File: config.mk
export PLATFORM = sky130hd
export DESIGN_NAME = imem_loader
export DESIGN_NICKNAME = d
export VERILOG_FILES = /design/src/rtl/imem_loader_pkg.sv /design/src/rtl/imem_word_assembler.sv /design/src/rtl/imem_loader.sv
export SDC_FILE = /design/constraint.sdc
export NUM_CORES = 1
export LEC_CHECK = 0
export CORE_ASPECT_RATIO = 0.75
export CORE_UTILIZATION = 45
export DETAILED_ROUTE_END_ITERATION = 12
export MAX_ROUTING_LAYER = met4
export PLACE_DENSITY = 0.7
export SLEW_MARGIN = 20
export SYNTH_ARGS = -nofsm -noshare
export SYNTH_HDL_FRONTEND = slang
export SYNTH_HIERARCHICAL = 1
export SYNTH_SLANG_ARGS = --single-unit
File: constraint.sdc
create_clock -name clk -period 4.1 [get_ports clk]
set_input_delay 0.82 -clock clk [delete_from_list [all_inputs] [get_ports clk]]
set_output_delay 0.82 -clock clk [all_outputs]
set_load 0.02 [all_outputs]
File: src/rtl/imem_loader_pkg.sv
// Shared types and constants for the instruction-memory boot loader.
package imem_loader_pkg;

    typedef enum logic [2:0] {
        ST_IDLE   = 3'd0,
        ST_LEN_LO = 3'd1,
        ST_LEN_HI = 3'd2,
        ST_DATA   = 3'd3,
        ST_WRITE  = 3'd4,
        ST_CSUM   = 3'd5,
        ST_DONE   = 3'd6
    } loader_state_t;

    // Length header bytes (LEN_LO, LEN_HI); they are not part of the checksum.
    localparam int HDR_BYTES      = 2;
    localparam int BYTES_PER_WORD = 4;

endpackage

File: src/rtl/imem_word_assembler.sv
// Little-endian byte-to-word assembler with a running XOR of every byte taken in.
module imem_word_assembler
    import imem_loader_pkg::*;
(
    input  logic                          clk,
    input  logic                          rst,
    input  logic                          clear,
    input  logic                          byte_en,
    input  logic [7:0]                    byte_in,
    output logic [8*BYTES_PER_WORD-1:0]   word,
    output logic [7:0]                    csum,
    output logic                          word_full
);

    logic [8*BYTES_PER_WORD-1:0] word_q, word_d;
    logic [7:0]                  csum_q, csum_d;
    logic [1:0]                  byte_cnt_q, byte_cnt_d;

    // Shift bytes in from the top so byte 0 ends up in bits [7:0] after the 4th byte.
    always_comb begin
        word_d     = word_q;
        csum_d     = csum_q;
        byte_cnt_d = byte_cnt_q;
        if (clear) begin
            word_d     = '0;
            csum_d     = '0;
            byte_cnt_d = '0;
        end else if (byte_en) begin
            word_d     = {byte_in, word_q[8*BYTES_PER_WORD-1:8]};
            csum_d     = csum_q ^ byte_in;
            byte_cnt_d = byte_cnt_q + 2'd1;
        end
    end

    // Assembler registers.
    always_ff @(posedge clk or posedge rst) begin
        if (rst) begin
            word_q     <= '0;
            csum_q     <= '0;
            byte_cnt_q <= '0;
        end else begin
            word_q     <= word_d;
            csum_q     <= csum_d;
            byte_cnt_q <= byte_cnt_d;
        end
    end

    // Flags the edge on which the last byte of a word is being taken.
    always_comb begin
        word      = word_q;
        csum      = csum_q;
        word_full = byte_en && (byte_cnt_q == 2'(BYTES_PER_WORD - 1));
    end

endmodule

File: src/rtl/imem_loader.sv
// Boot-time program loader: parses length/data/checksum stream and writes the instruction memory.
module imem_loader
    import imem_loader_pkg::*;
#(
    parameter int DEPTH  = 256,
    parameter int ADDR_W = 8
) (
    input  logic              clk,
    input  logic              reset,
    input  logic              start,
    input  logic              in_valid,
    input  logic [7:0]        in_data,
    output logic              in_ready,
    output logic              mem_we,
    output logic [ADDR_W-1:0] mem_addr,
    output logic [31:0]       mem_wdata,
    output logic              cpu_hold,
    output logic              busy,
    output logic              done,
    output logic              error,
    output logic [ADDR_W:0]   words_loaded
);

    loader_state_t    state_q, state_d;
    logic [7:0]       len_lo_q, len_lo_d;
    logic [ADDR_W:0]  n_q, n_d;
    logic [ADDR_W:0]  words_q, words_d;
    logic             error_q, error_d;

    logic             busy_int;
    logic             start_ok;
    logic             byte_acc;
    logic             asm_en;
    logic             asm_full;
    logic [31:0]      asm_word;
    logic [7:0]       asm_csum;
    logic [15:0]      n_full;
    logic             n_too_big;
    logic [ADDR_W:0]  words_inc;

    assign busy_int  = (state_q != ST_IDLE) && (state_q != ST_DONE);
    assign start_ok  = start && !busy_int;
    assign byte_acc  = in_valid && in_ready;
    assign asm_en    = (state_q == ST_DATA) && in_valid;
    assign n_full    = {in_data, len_lo_q};
    assign n_too_big = n_full > 16'(DEPTH);
    assign words_inc = words_q + 1'b1;

    imem_word_assembler u_asm (
        .clk       (clk),
        .rst       (reset),
        .clear     (start_ok),
        .byte_en   (asm_en),
        .byte_in   (in_data),
        .word      (asm_word),
        .csum      (asm_csum),
        .word_full (asm_full)
    );

    // State register.
    always_ff @(posedge clk or posedge reset) begin
        if (reset) state_q <= ST_IDLE;
        else       state_q <= state_d;
    end

    // Next-state logic.
    always_comb begin
        state_d = state_q;
        unique case (state_q)
            ST_IDLE, ST_DONE: if (start_ok) state_d = ST_LEN_LO;
            ST_LEN_LO:        if (byte_acc) state_d = ST_LEN_HI;
            ST_LEN_HI: begin
                if (byte_acc) begin
                    if (n_too_big)          state_d = ST_DONE;
                    else if (n_full == '0)  state_d = ST_CSUM;
                    else                    state_d = ST_DATA;
                end
            end
            ST_DATA:  if (asm_full) state_d = ST_WRITE;
            ST_WRITE: state_d = (words_inc == n_q) ? ST_CSUM : ST_DATA;
            ST_CSUM:  if (byte_acc) state_d = ST_DONE;
            default:  state_d = ST_IDLE;
        endcase
    end

    // Length capture, word counter and sticky error.
    always_comb begin
        len_lo_d = len_lo_q;
        n_d      = n_q;
        words_d  = words_q;
        error_d  = error_q;
        if (start_ok) begin
            len_lo_d = '0;
            n_d      = '0;
            words_d  = '0;
            error_d  = 1'b0;
        end else begin
            case (state_q)
                ST_LEN_LO: if (byte_acc) len_lo_d = in_data;
                ST_LEN_HI: begin
                    if (byte_acc) begin
                        // Only the low bits are kept; anything wider is rejected here.
                        n_d = n_full[ADDR_W:0];
                        if (n_too_big) error_d = 1'b1;
                    end
                end
                ST_WRITE: words_d = words_inc;
                ST_CSUM:  if (byte_acc && (in_data != asm_csum)) error_d = 1'b1;
                default: ;
            endcase
        end
    end

    // Datapath registers.
    always_ff @(posedge clk or posedge reset) begin
        if (reset) begin
            len_lo_q <= '0;
            n_q      <= '0;
            words_q  <= '0;
            error_q  <= 1'b0;
        end else begin
            len_lo_q <= len_lo_d;
            n_q      <= n_d;
            words_q  <= words_d;
            error_q  <= error_d;
        end
    end

    // Moore outputs decoded from state and registers only.
    always_comb begin
        in_ready     = (state_q == ST_LEN_LO) || (state_q == ST_LEN_HI) ||
                       (state_q == ST_DATA)   || (state_q == ST_CSUM);
        mem_we       = (state_q == ST_WRITE);
        mem_addr     = words_q[ADDR_W-1:0];
        mem_wdata    = asm_word;
        busy         = busy_int;
        done         = (state_q == ST_DONE);
        error        = error_q;
        // The CPU is released only after a clean load.
        cpu_hold     = !((state_q == ST_DONE) && !error_q);
        words_loaded = words_q;
    end

endmodule

# Word level (Yosys, flattened, before mapping)

Cells that the tools add are included.

Register bits: 72
Bits in latches: 0
Memory bits (writable): 0
ROM bits: 0
Bits of input ports: 12
Output and inout port bits: 55
Word-level logic and storage cells: 85
Memories: 0

Add/subtract/negate cells: 2
$mul: 0
Divide/modulo/power cells: 0
Magnitude comparators: 1
Eq/ne operators: 18
Shift-type cells: 0
Multiplexer cells: 28
Bitwise gates (word level): 1
Reduce and logical (&&, ||, !) cells: 27

Operator list:

| kind                                                           | count |
|---|---|
| 2-to-1 mux 32 bit                                              | 2 |
| 2-to-1 mux 9 bit                                               | 5 |
| 2-to-1 mux 8 bit                                               | 5 |
| 2-to-1 mux 3 bit                                               | 8 |
| one-hot mux 3 bit (6 select lines)                             | 1 |
| greater-than comparator 16 x 9 -> 1 bit, second input constant | 1 |
| logical NOT 16 bit                                             | 1 |
| != test 3 bit, second input constant                           | 4 |
| != test 2 bit, second input constant                           | 5 |
| nonzero test 2 bit                                             | 5 |
| adder 9 x 1 -> 9 bit, second input constant                    | 1 |
| equality test 3 bit, second input constant                     | 3 |
| equality test 9 bit                                            | 1 |
| != test 8 bit                                                  | 1 |
| bitwise XOR 8 bit                                              | 1 |
| logical AND 1 bit                                              | 7 |
| equality test 3 x 2 -> 1 bit, second input constant            | 2 |
| nonzero test 3 bit                                             | 2 |
| AND reduction 5 bit                                            | 1 |
| 2-to-1 mux 1 bit                                               | 4 |
| 2-to-1 mux 2 bit                                               | 2 |
| AND reduction 2 bit                                            | 2 |
| AND reduction 4 bit                                            | 1 |
| equality test 3 x 1 -> 1 bit, second input constant            | 1 |
| 7 further kinds                                                | 11 |

# Logic depth before layout (Yosys ltp)

Gate-level depths: netlist of run 1.

Depth in word-level cells: 9
Depth in mapped cells: 13

# Hierarchy

Netlist of run 1, hierarchy kept.

Modules (own cells, without submodules):

| module              | times used | cells each | area each (µm²) |
|---|---|---|---|
| imem_loader         | 1          | 230        | 1,939.4 |
| imem_word_assembler | 1          | 148        | 1,830.5 |

# Worst setup path before layout of run 1

No wires, ideal clock.

Path kind: input -> register
Start point: in in_valid
End point: reg state_q[2]
Setup time: 124 ps
Data arrival time: 2,113 ps
Setup slack: 1,863 ps
Stages: 11
Buffers on the path: 2
Cells stage by stage: inv_1 nor3_1 buf_6 buf_4 and2_1 mux2i_1 mux2i_1 nor2_1 o21bai_1 mux2i_1 o21ai_1

Word-level cells in the longest chain between the ends: 4
Elaborated cells between the ends (all ways): 8
Those cells by class: eq/ne: 4; reduce/logical: 4

Ends and longest elaborated chain:

| what                          | line                      | source |
|---|---|---|
| from (decl)                   | imem_loader.sv:11         | `input logic in_valid,` |
| logical AND 1 bit             | imem_loader.sv:44         | `assign asm_en = (state_q == ST_DATA) && in_valid;` |
| net asm_en                    | imem_loader.sv:33         | `logic asm_en;` |
| logical AND 1 bit             | imem_word_assembler.sv:52 | `word_full = byte_en && (byte_cnt_q == 2'(BYTES_PER_WORD - 1));` |
| net asm_full                  | imem_loader.sv:34         | `logic asm_full;` |
| != test 2 bit (no line)       | -                         |  |
| AND reduction 5 bit (no line) | -                         |  |
| to (signal assigned)          | imem_loader.sv:63         | `else state_q <= state_d;` |
| to (decl)                     | imem_loader.sv:24         | `loader_state_t state_q, state_d;` |

The timed path passes the listed nets, and every way through them passes these cells.
A chain may end at the register's enable or synchronous reset.

# Final worst setup path of run 1

Start point: reg state_q[0]
End point: out mem_we

Word-level cells in the longest chain between the ends: 1

Ends and longest elaborated chain:

| what                | line               | source |
|---|---|---|
| equality test 3 bit | imem_loader.sv:133 | `mem_we = (state_q == ST_WRITE);` |
| to (decl)           | imem_loader.sv:14  | `output logic mem_we,` |

No other way between the ends.

==> results.toml, run 1 <==
[timing]
skew_ns = 0.0122
whs_ns = 0.521
report.final.slew_viol_count = 0
hold_viol = 0
finalCriticalPeriod_ns = 3.34
slew_headroom_pct = 41.3
tightestPinTransition_ns = 0.879
setup_viol = 0
fmax_mhz = 299
post-route-period-util_pct = 81.5
rsz0062_at_grt = "false"
tns_ns = 0

[route]
vias = 2924
wl_um = 8440
drc = 0
initialDrtViolationCount = 145
wl_per_cell_um = 15.7
postRouteAntennaNets = 0
drt-pass1-iter-count = 4
avgViaCountPerCell = 5.42

[clocking]
numCtsBuffers = 9
clkLatencyLatePin_ns = 0.35
root_buffer = "clkbuf_8"
htree_levels = 3
postCtsHoldBufs = 0
cts_resized = 0
clk_pin_slew_ns = 0.08
cts_setup_buffers = 0
cts_buffer_depth = 2
cts_tree = "done"
cts.sinks = 72

[job]
max_cap_viol_count = 0

[grt]
grt_max_degree = 51
grt_pass1_vias = 2813
antenna_found_initial = 0
overflow = 0
grt_first_pass_wirelength_um = 13800
grt_use_total_pct = 21.2

[power_and_ir_drop]
powerDensity_nw_per_um2 = 639
max-vdd-ir-drop_mv = 0.360
p_leak_nw = 1.91
comb_power_share_pct = 40.5
p_total_w = 0.00294
p_sw_share_pct = 39.4
p_int_w = 0.00178
netSwitchingPower_w = 0.00116
clockPowerShare_pct = 21.7
pwr-share-seq_pct = 37.9

[setup_path]
r2r_end = "len_lo_q[1]"
path_buf_inv = 3
slowest_stage = "dfrtp_1"
cp-start-kind = "flip-flop"
crit_path_end_kind = "output pin"
reg2regPathDepth = 4
startpoint = "state_q[0]"
crit_cells = 4
worstPathArrival_ns = 2.52
reg2reg_from = "state_q[2]"
critPathTopFamily = "buffers and inverters"
cp-endpoint = "mem_we"
cp.required_ns = 3.28
critical_path.max_fanout = 13
r2r_slack_ns = 1.88
crit_type = "reg2out"
crit_chain = "inv_2 > nand3_1 > clkinv_1 > clkdlybuf4s50_1"
max_stage_delay_ns = 0.63

[layout]
layout-drive-gt1-share_pct = 8.99
n_antenna_cell = 0
area_growth_pct = 22.2
layout.cells.non_filler = 539
finish.net_count = 443
post-route-util_pct = 57.7

[yosys]
ys.flop_type = "dfrtp_1"
synthArstFlopShare_pct = 100
synth-seq-cells = 72
synth-seq-area-share_pct = 47.8
synth_enable_flop_cells = 0
synth_cells = 378
synth_area_um2 = 3770
syn_nets = 392
avgSynthCellArea_um2 = 9.97
yosysWarnings = 6
synth.distinct_cells = 50

[worst_hold_path]
hp-class = "reg2reg"

[place]
dp_cells = 523
io_buffers = 66
gp_congestion = 0.867
dp_hpwl_um = 5710

[die]
start_util_pct = 47.2
dieArea_um2 = 8750
die_w_um = 108
dieHeight_um = 81.3
coreArea_um2 = 7990
io_pins = 67
row_count = 28

[run_status]
outcome = "finished clean"
-- state kept, by name, summed over array words and instances (netlist names) --
register          flops
u_asm/csum            8
state_q               3
u_asm/byte_cnt_q      2
n_q                   9
len_lo_q              8
error                 1
words_loaded          9
u_asm/word           32
-- per-stage QoR --
stage          setup slack (ns)  cell area, um2
3_5_place_dp               1.13            4380
3_3_place_gp               1.17            4380
2_1_floorplan              1.86            3770
6_report                  0.757            4610
5_1_grt                   0.502            4610
4_1_cts                   0.732            4610
-- worst register-to-register path, delay by kind of cell, from the launching register on --
family,cells,cell delay [ns]
flip-flops,1,0.54
AND/OR/NAND/NOR,2,0.90
AO/OA/AOI/OAI,1,0.19
buffers and inverters,1,0.45
-- synthesized netlist by cell type (2+ instances only) --
| cell type | count | area share [%] |
|---|---|---|
| buf_4 | 10 | 2.0 |
| or3_1 | 2 | 0.33 |
| mux2i_1 | 39 | 10 |
| nor2_1 | 43 | 4.3 |
| nor3_1 | 3 | 0.40 |
| nand3b_1 | 8 | 1.6 |
| dfrtp_1 | 72 | 48 |
| nor3_2 | 2 | 0.53 |
| nand2b_1 | 4 | 0.66 |
| a21bo_1 | 8 | 2.1 |
| xor2_1 | 4 | 0.93 |
| buf_2 | 8 | 1.1 |
| and2_1 | 2 | 0.33 |
| a21oi_1 | 10 | 1.3 |
| nand3_1 | 5 | 0.66 |
| ha_1 | 2 | 0.66 |
| and4_4 | 2 | 0.60 |
| nand4_1 | 3 | 0.50 |
| a21oi_2 | 6 | 1.4 |
| o31ai_1 | 4 | 0.80 |
| nand2_1 | 50 | 5.0 |
| clkbuf_1 | 5 | 0.50 |
| o21ai_1 | 2 | 0.27 |
| nor4_1 | 5 | 0.83 |
| buf_6 | 8 | 2.4 |
| o21ai_0 | 28 | 3.7 |
| inv_1 | 5 | 0.50 |
| xnor2_1 | 16 | 3.7 |
-- cells by family (layout without fill, tap and decap cells) --
group / count (synthesis) / after routing / synth area share, %
AO/OA/AOI/OAI: 69 / 69 / 12.2
XOR/XNOR: 20 / 20 / 4.65
adder cells (fa/ha/maj): 2 / 2 / 0.664
buffers and inverters: 38 / 94 / 6.64
flip-flops: 72 / 72 / 47.8
multiplexers: 39 / 39 / 10.4
AND/OR/NAND/NOR: 138 / 138 / 17.7
-- per-layer routing --
layer / part of all wire [%] / vias to the layer above / GRT usage [%]
met5: 0 / - / -
met4: 0.43 / 0 / 4.38
met3: 4.9 / 4 / 5.54
met2: 46 / 72 / 32.1
met1: 49 / 1452 / 28.6
li1: - / 1396 / -
-- power by group through the flow --
stage | Combinational, W | Clock, W | Sequential, W
after global routing | 0.00131 | 0.000683 | 0.00115
final | 0.00119 | 0.000638 | 0.00112
after floorplan | 0.000811 | 0 | 0.00114
after CTS | 0.00120 | 0.000654 | 0.00111
after global placement | 0.00117 | 0 | 0.00111
after detailed placement | 0.00119 | 0 | 0.00112
-- cell usage in the layout, fill, tap and decap left out, types with 3 or more instances in the layout --
cell and count:
a21bo_1 8, xor2_1 4, nor2_1 43, mux2i_1 39
nand3b_1 8, clkdlybuf4s50_1 66, a21oi_1 10, nor4_1 5
nand3_1 5, nor3_2 3, inv_1 5, o21ai_0 28
buf_4 5, dfrtp_1 72, a21oi_2 6, xnor2_1 16
nand2_1 50, nand4_1 3, nand2b_1 4, clkbuf_8 9
o31ai_1 4
-- how the worst min path moves through the flow --
stage | start | to | slack, ns | cells after the start
6_report | len_lo_q[2] | n_q[2] | 0.52 | 2
5_1_grt | len_lo_q[2] | n_q[2] | 0.55 | 2
3_5_place_dp | len_lo_q[2] | n_q[2] | 0.50 | 2
2_1_floorplan | len_lo_q[3] | n_q[3] | 0.47 | 2
3_3_place_gp | len_lo_q[1] | n_q[1] | 0.50 | 2
4_1_cts | len_lo_q[2] | n_q[2] | 0.52 | 2
-- layout make-up --
class                           instances  area, um2
Sequential cell                        72       1800
Inverter                                7       26.3
Tap cell                              105        131
Multi-Input combinational cell        268       1720
Fill cell                             732       3380
Timing Repair Buffer                   71        698
Clock inverter                          7        103
Clock buffer                            9        124
No activity file was read; power rests on OpenSTA's default activity.
==> inputs of run 2 (changes only) <==
PLACE_DENSITY = 0.73   (was 0.7)
clock period = 2.9 ns   (was 4.1 ns; I/O delays follow)
==> run 2 against run 1 <==
  * Wire length is 3.0% lower
  * Global-route usage is 0.43 points higher
  * Power is 42% higher
  * Non-clock buffer count is 3 higher
  * Clock power is 39% higher
  * Critical path depth stayed put
  * Setup slack worse by 0.44 ns
  * Final area is 0.92% higher
==> results.toml, run 2 (synthesized netlist as in run 1, its figures left out) <==
[grt]
overflow = 0
grt_first_pass_wirelength_um = 14200
grt_pass1_vias = 2941
grt_max_degree = 52
antenna_found_initial = 0
grt_use_total_pct = 21.6

[worst_hold_path]
hp-class = "reg2reg"

[layout]
layout.cells.non_filler = 542
layout_commonest_cell = "dfrtp_1"
largest_reg_flops = 32
final_cell_mix = "71 x dfrtp_1, 66 x clkdlybuf4s50_1, 50 x nand2_1"
n_antenna_cell = 0
finish.net_count = 446
area_growth_pct = 23.3
layout-drive-gt1-share_pct = 9.61

[die]
start_util_pct = 47.2
coreArea_um2 = 7990
dieHeight_um = 81.3
dieArea_um2 = 8750
row_count = 28
die_w_um = 108
io_pins = 67

[setup_path]
critical_path.max_fanout = 13
worstPathArrival_ns = 2.01
cp.required_ns = 2.32
crit_type = "reg2out"
crit_path_end_kind = "output pin"
cp-start-kind = "flip-flop"

[route]
drt-pass1-iter-count = 4
postRouteAntennaNets = 0
vias = 2903
drc = 0
initialDrtViolationCount = 187
avgViaCountPerCell = 5.36
wl_per_cell_um = 15.1
wl_um = 8190

[timing]
fmax_mhz = 387
setup_viol = 0
slew_headroom_pct = 59.7
rsz0062_at_grt = "false"
hold_viol = 0
tightestPinTransition_ns = 0.601
post-route-period-util_pct = 89.2
report.final.slew_viol_count = 0
finalCriticalPeriod_ns = 2.59
tns_ns = 0
skew_ns = 0.0140

[place]
dp_cells = 526
dp_hpwl_um = 5530
gp_congestion = 0.813
io_buffers = 66

[clocking]
clkLatencyLatePin_ns = 0.36
cts_buffer_depth = 2
htree_levels = 3
numCtsBuffers = 9
cts.sinks = 72
root_buffer = "clkbuf_8"
cts_setup_buffers = 0
clk_pin_slew_ns = 0.08
cts_tree = "done"

[power_and_ir_drop]
max-vdd-ir-drop_mv = 0.571
p_leak_nw = 1.92
powerDensity_nw_per_um2 = 897

[run_status]
outcome = "finished clean"

[job]
max_cap_viol_count = 0
-- run 2: changes by cell type in the layout (fill, tap and decap cells not counted), sizes merged --
cell / before / now
clkinv: 4 / 2
clkinvlp: 0 / 2
inv: 8 / 7
buf: 5 / 8
clkbuf: 9 / 10
-- run 2: where the power goes --
part           internal [W]  switching (W)
clock              0.000489       0.000396
combinational      0.000778       0.000937
sequential          0.00128       0.000294
-- run 2: layout make-up --
type                       count  area (um2)
fill                         710        3340
sequential                    72        1800
multi-input combinational    268        1720
timing repair buffer          74         746
tap                          105         131
clock buffer                  10         128
clock inverter                 6        92.6
inverter                       7        26.3
-- run 2: repair_timing --
| item | CTS | global route |
|---|---|---|
| hold buffers | 0 | 0 |
| setup endpoints to repair | 0 | 1 |
| resized for setup | 0 | 1 |
-- run 2: critical path: stages (launching register included) --
cell and delay [ns]:
dfrtp_2 0.51, inv_2 0.13, nand3_1 0.13, clkinv_1 0.25, clkdlybuf4s50_1 0.63
-- run 2: path summary, 6_finish.rpt --
path	to	slack, ns	cells after the start	from
min reg2reg	u_asm/word[5]	0.52	2	u_asm/word[5]
max reg2reg	state_q[2]	0.68	9	state_q[2]
min in group asynchronous	error	0.65	3	reset
min	u_asm/word[5]	0.52	2	u_asm/word[5]
max in group asynchronous	u_asm/word[15]	1.85	3	reset
max	mem_we	0.31	4	state_q[0]
-- run 2: per-layer routing --
metal  track usage (%)  routed length [um]  vias to the layer above
met2              32.6                3810                       54
met3              6.02                 344                        7
met5                 -                   0                        -
li1                  -                   -                     1397
met1              28.6                3970                     1445
met4              5.89                  70                        0
-- run 2: per-stage QoR --
| stage | total power, W | util [%] | hold slack, ns | cell area (um2) | worst slack, ns |
|---|---|---|---|---|---|
| 2_1_floorplan | 0.00276 | - | 0.472 | 3770 | 0.816 |
| 4_1_cts | 0.00419 | 58.2 | 0.530 | 4650 | 0.140 |
| 3_3_place_gp | 0.00324 | 55.4 | 0.500 | 4430 | 0.436 |
| 6_report | 0.00417 | 58.2 | 0.523 | 4650 | 0.314 |
| 3_5_place_dp | 0.00329 | 55.4 | 0.507 | 4430 | 0.283 |
| 5_1_grt | 0.00445 | 58.2 | 0.557 | 4650 | 0.165 |
